$ cat src/rtl/sensor_pulse_gen.sv
// Encoder-pulse emulator: drives the two wheel-sensor lines with a train of
// equal high/low phases, counting falling edges, for loopback of the position path.
module sensor_pulse_gen #(
    parameter int PERIOD_W = 16,
    parameter int COUNT_W  = 16
) (
    input  logic                clk,
    input  logic                resetn,
    input  logic                start,
    input  logic                stop,
    input  logic [PERIOD_W-1:0] half_period,
    input  logic [COUNT_W-1:0]  n_pulses,
    input  logic [1:0]          ch_en,
    output logic                m1,
    output logic                m2,
    output logic                busy,
    output logic                done,
    output logic [COUNT_W-1:0]  pulses_sent
);

    typedef enum logic [1:0] {
        ST_IDLE = 2'd0,
        ST_HIGH = 2'd1,
        ST_LOW  = 2'd2
    } state_t;

    state_t              r_state;
    logic [PERIOD_W-1:0] r_period;
    logic [PERIOD_W-1:0] r_phase_cnt;
    logic [COUNT_W-1:0]  r_n;
    logic [COUNT_W-1:0]  r_sent;
    logic [1:0]          r_en;
    logic                r_m1;
    logic                r_m2;
    logic                r_busy;
    logic                r_done;

    logic [PERIOD_W-1:0] w_p;
    logic                w_phase_last;
    logic                w_train_end;

    // A zero half-period behaves as one cycle so the phase counter never underflows.
    assign w_p          = (half_period == {PERIOD_W{1'b0}}) ? PERIOD_W'(1) : half_period;
    assign w_phase_last = (r_phase_cnt == PERIOD_W'(1));
    assign w_train_end  = (r_n != {COUNT_W{1'b0}}) && (r_sent == r_n);

    // Train sequencer with registered sensor lines, busy, done and edge count.
    always_ff @(posedge clk or negedge resetn) begin
        if (!resetn) begin
            r_state     <= ST_IDLE;
            r_period    <= {PERIOD_W{1'b0}};
            r_phase_cnt <= {PERIOD_W{1'b0}};
            r_n         <= {COUNT_W{1'b0}};
            r_sent      <= {COUNT_W{1'b0}};
            r_en        <= 2'b00;
            r_m1        <= 1'b0;
            r_m2        <= 1'b0;
            r_busy      <= 1'b0;
            r_done      <= 1'b0;
        end else begin
            r_done <= 1'b0;
            case (r_state)
                ST_IDLE: begin
                    if (start && !stop) begin
                        r_period    <= w_p;
                        r_phase_cnt <= w_p;
                        r_n         <= n_pulses;
                        r_en        <= ch_en;
                        r_sent      <= {COUNT_W{1'b0}};
                        r_m1        <= ch_en[0];
                        r_m2        <= ch_en[1];
                        r_busy      <= 1'b1;
                        r_state     <= ST_HIGH;
                    end else begin
                        r_state <= ST_IDLE;
                    end
                end
                ST_HIGH: begin
                    if (stop) begin
                        r_m1    <= 1'b0;
                        r_m2    <= 1'b0;
                        r_busy  <= 1'b0;
                        r_state <= ST_IDLE;
                    end else if (w_phase_last) begin
                        // The count steps on the same edge that drops the lines.
                        r_sent      <= r_sent + COUNT_W'(1);
                        r_phase_cnt <= r_period;
                        r_m1        <= 1'b0;
                        r_m2        <= 1'b0;
                        r_state     <= ST_LOW;
                    end else begin
                        r_phase_cnt <= r_phase_cnt - PERIOD_W'(1);
                    end
                end
                ST_LOW: begin
                    if (stop) begin
                        r_busy  <= 1'b0;
                        r_state <= ST_IDLE;
                    end else if (w_phase_last) begin
                        if (w_train_end) begin
                            r_busy  <= 1'b0;
                            r_done  <= 1'b1;
                            r_state <= ST_IDLE;
                        end else begin
                            r_phase_cnt <= r_period;
                            r_m1        <= r_en[0];
                            r_m2        <= r_en[1];
                            r_state     <= ST_HIGH;
                        end
                    end else begin
                        r_phase_cnt <= r_phase_cnt - PERIOD_W'(1);
                    end
                end
                default: begin
                    r_m1    <= 1'b0;
                    r_m2    <= 1'b0;
                    r_busy  <= 1'b0;
                    r_state <= ST_IDLE;
                end
            endcase
        end
    end

    assign m1          = r_m1;
    assign m2          = r_m2;
    assign busy        = r_busy;
    assign done        = r_done;
    assign pulses_sent = r_sent;

endmodule

$ cat config.mk
export PLATFORM = sky130hd
export DESIGN_NAME = sensor_pulse_gen
export DESIGN_NICKNAME = d
export VERILOG_FILES = /design/src/rtl/sensor_pulse_gen.sv
export SDC_FILE = /design/constraint.sdc
export NUM_CORES = 1
export LEC_CHECK = 0
export CAP_MARGIN = 20
export CORE_MARGIN = 2
export CORE_UTILIZATION = 50
export CTS_BUF_LIST = sky130_fd_sc_hd__clkbuf_8
export DETAILED_ROUTE_END_ITERATION = 12
export HOLD_SLACK_MARGIN = 0.03
export PLACE_DENSITY = 0.73
export RECOVER_POWER = 100
export SLEW_MARGIN = 25
export SYNTH_ARGS = -nofsm -noshare
export SYNTH_HDL_FRONTEND = slang
export SYNTH_SLANG_ARGS = --single-unit
$ cat constraint.sdc
create_clock -name clk -period 2.45 [get_ports clk]
set_input_delay 0.49 -clock clk [delete_from_list [all_inputs] [get_ports clk]]
set_output_delay 0.49 -clock clk [all_outputs]
set_load 0.005 [all_outputs]
==> results.yml, run 1 <==
run_status:
  outcome: "finished clean"
setup_path:
  cp.required_ns: 2.68
  path_max_fanout: 7
  r2r-end: "busy"
  ff2ff_setup_slack_ns: 0.18
  cp.arrival_ns: 2.50
  rr_worst_depth: 5
  startpoint_type: "flop"
  crit-reg2reg-launch: "r_phase_cnt[6]"
  endpoint_kind: "flop"
  path_class: "reg -> reg"
timing:
  drv_slew: 0
  period_needed_ns: 2.271
  skew_ns: 0.01371
  slew-limit-headroom: 0.2125
  tightest_slew_ns: 1.181
  min_period_over_period: 0.9268
  fmax_mhz: 440.4
  setup_viol: 0
  hold_violations: 0
  rsz0062_at_grt: "false"
  setup_tns_ns: 0
power_and_ir_drop:
  internal_power_mw: 2.179
  clock_power_share: 0.317
  combinationalPowerShare: 0.191
  power_switching_mw: 0.9208
  p_leak_nw: 2.158
  seqPwrFrac: 0.492
  p_per_area_mw_per_mm2: 634.6
  peakVddDrop_uv: 378.2
  netSwitchingFraction: 0.2971
synth:
  synth_area_leader_cell: "dfrtp_1"
  syn_inst: 427
  ys_seq_elements: 72
  synth-async-reset-ratio: 1.000
  netlist.area_leader.share: 0.4554
  synthDistinctLibCells: 56
  synth_nets: 472
  synth_area_leaders: "dfrtp_1 46%, nand2_1 7.4%, xor2_1 4.4%"
  synth-edff-count: 0
  synth_flop_cell: "dfrtp_1"
  ys_seq_area_frac: 0.4554
  syn-cell-area_mm2: 0.003956
  yosysWarningCount: 0
  postSynthAreaPerCell_um2: 9.265
floorplanning:
  start_util: 0.5146
  rows: 32
  dieArea_mm2: 0.008640
  die_x_um: 92.95
  core_area_mm2: 0.007687
  ios: 58
  fp.dieH_um: 92.95
cts:
  cts_max_level: 3
  cts.sinks: 72
  clockRootBuffer: "clkbuf_8"
  holdBufCountCts: 0
  cts.clk_slew.worst_paths_ns: 0.08
  cts_resized: 0
  cts_buffers: 9
  cts_tree: "yes"
  cts_buffer_depth: 2
  insertion_delay_ns: 0.36
  post_cts_buffers: 0
layout:
  multi_input_area_mm2: 0.002009
  drive_gt1_frac: 0.1091
  fill_cells: 666
  register_area_mm2: 0.001802
  area_growth_syn_to_layout_pct: 23.47
  final_nets: 535
  antenna_cells: 0
  utilization: 0.6354
placement:
  place_congestion: 0.8922
  hpwl_um: 6879
  numPortBuffers: 57
routing:
  wl_per_cell_um: 15.94
  drtPass1Iterations: 4
  drt_iter0_drc: 227
  antenna_left: 0
  finalWirelength_um: 9519
  route.detailed.drc: 0
  via_per_inst: 5.626
  num_vias: 3359
grt:
  grt_pass1_wl_um: 16300
  use_met3: 0.03173
  gr-usage-met1: 0.3238
  grt_usage: 0.2387
  antenna_found_initial: 0
  overflow: 0
  grt.busiest_layer: "met2"
  grt_max_degree: 53
  grt_pass1_vias: 3377
  met2_usage: 0.3913
run:
  cap_viol_max_count: 0
hold_path:
  hold_path.class: "in -> async"
-- final cells by class --
cell class              count  share of cell area
clock inverters             5             0.01127
clock buffers              11             0.03099
well taps                 102             0.02613
flip-flops and latches     72              0.3689
repair buffers             72              0.1422
multi-input cells         323              0.4114
inverters                  12            0.009221
-- critical path, stage by stage (launching register included) --
cell and delay (ns):
dfrtp_1 0.46, nor4_2 0.43, and4_1 0.45, nand3_4 0.11
a311o_1 0.36, mux2_1 0.33
-- cell usage after synthesis (5+ instances only) --
master,count
a22o_1,8
nand3_1,12
xor2_1,20
a31oi_1,6
dfrtp_1,72
o21ai_1,10
xnor2_1,12
nor4_1,13
buf_2,5
o21ai_0,7
nand4_1,8
nand2_1,78
a21oi_1,23
clkbuf_1,12
o211ai_1,6
nor2_1,37
ha_1,7
and3_1,6
nor3_1,7
mux2_2,15
inv_1,10
-- per-layer routing --
| metal | vias to the layer above | wire length [µm] |
|---|---|---|
| li1 | 1633 | - |
| met1 | 1638 | 4392 |
| met2 | 76 | 4629 |
| met3 | 12 | 330 |
| met4 | 0 | 166 |
| met5 | - | 0 |
-- metrics by stage --
stage	hold slack (ns)	area [µm²]	total power, mW	std cells	setup WS, ns
final	0.3434	4885	3.100	597	0.1794
after global routing	0.4276	4885	3.261	597	0.04444
after CTS	0.09860	4905	3.132	597	0.1999
after detailed placement	0.4733	4698	2.144	581	0.2107
after global placement	0.4609	4698	2.121	581	0.2704
after floorplan	0.1944	3956	1.893	427	0.3978
-- placed cells by master, fill, tap and decap left out, types with 4 or more instances in the layout --
cell type | synthesis | routed
a21oi_1 | 23 | 23
a22o_1 | 8 | 8
a31oi_1 | 6 | 6
and3_1 | 6 | 6
buf_4 | 0 | 11
clkbuf_8 | 0 | 11
clkdlybuf4s50_1 | 0 | 36
dfrtp_1 | 72 | 72
dlygate4sd3_1 | 0 | 20
ha_1 | 7 | 7
inv_1 | 10 | 11
mux2_2 | 15 | 15
nand2_1 | 78 | 78
nand2b_1 | 4 | 4
nand3_1 | 12 | 12
nand4_1 | 8 | 8
nor2_1 | 37 | 37
nor3_1 | 7 | 7
nor4_1 | 13 | 13
o211ai_1 | 6 | 6
o21a_1 | 4 | 4
o21ai_0 | 7 | 9
o21ai_1 | 10 | 8
xnor2_1 | 12 | 12
xor2_1 | 20 | 20
-- state kept, by name, summed over array words and instances (netlist names), 2 cells and up --
signal	flops
pulses_sent	16
r_en	2
r_n	16
r_period	16
r_phase_cnt	16
r_state	2
-- cells by family (layout without fill, tap and decap cells) --
| family | count (synthesis) | in the layout | share of synthesized area |
|---|---|---|---|
| AOI/OAI and AO/OA | 80 | 80 | 0.1331 |
| xor gates and xnor gates | 32 | 32 | 0.07084 |
| adders and majority gates | 7 | 7 | 0.02214 |
| buffers and inverters | 32 | 100 | 0.03384 |
| DFF | 72 | 72 | 0.4554 |
| muxes | 20 | 20 | 0.05724 |
| and+or+nand+nor | 184 | 184 | 0.2274 |
-- how the worst max path moves through the flow --
stage,from,endpoint,depth (start not counted)
5_1_grt,r_phase_cnt[6],r_phase_cnt[1],7
3_3_place_gp,start,pulses_sent[9],7
4_1_cts,r_phase_cnt[6],busy,5
6_report,r_phase_cnt[6],busy,5
3_5_place_dp,start,pulses_sent[9],7
2_1_floorplan,r_state[1],pulses_sent[14],9
-- power by group through the flow --
| stage | registers, mW | logic, mW | clock network [mW] |
|---|---|---|---|
| CTS | 1.52 | 0.608 | 1.00 |
| global route | 1.55 | 0.663 | 1.05 |
| finish | 1.52 | 0.591 | 0.983 |
| detailed placement | 1.54 | 0.601 | 0 |
| global placement | 1.54 | 0.584 | 0 |
| floorplan | 1.50 | 0.391 | 0 |
(Power assumes the default switching activity.)
==> run 2: changes to the inputs <==
Settings changed: CTS_CLUSTER_SIZE set to 28, GPL_ROUTABILITY_DRIVEN set to 0.
==> results of run 2 <==
Final layout, timing and power as in run 1 (identical DEF).
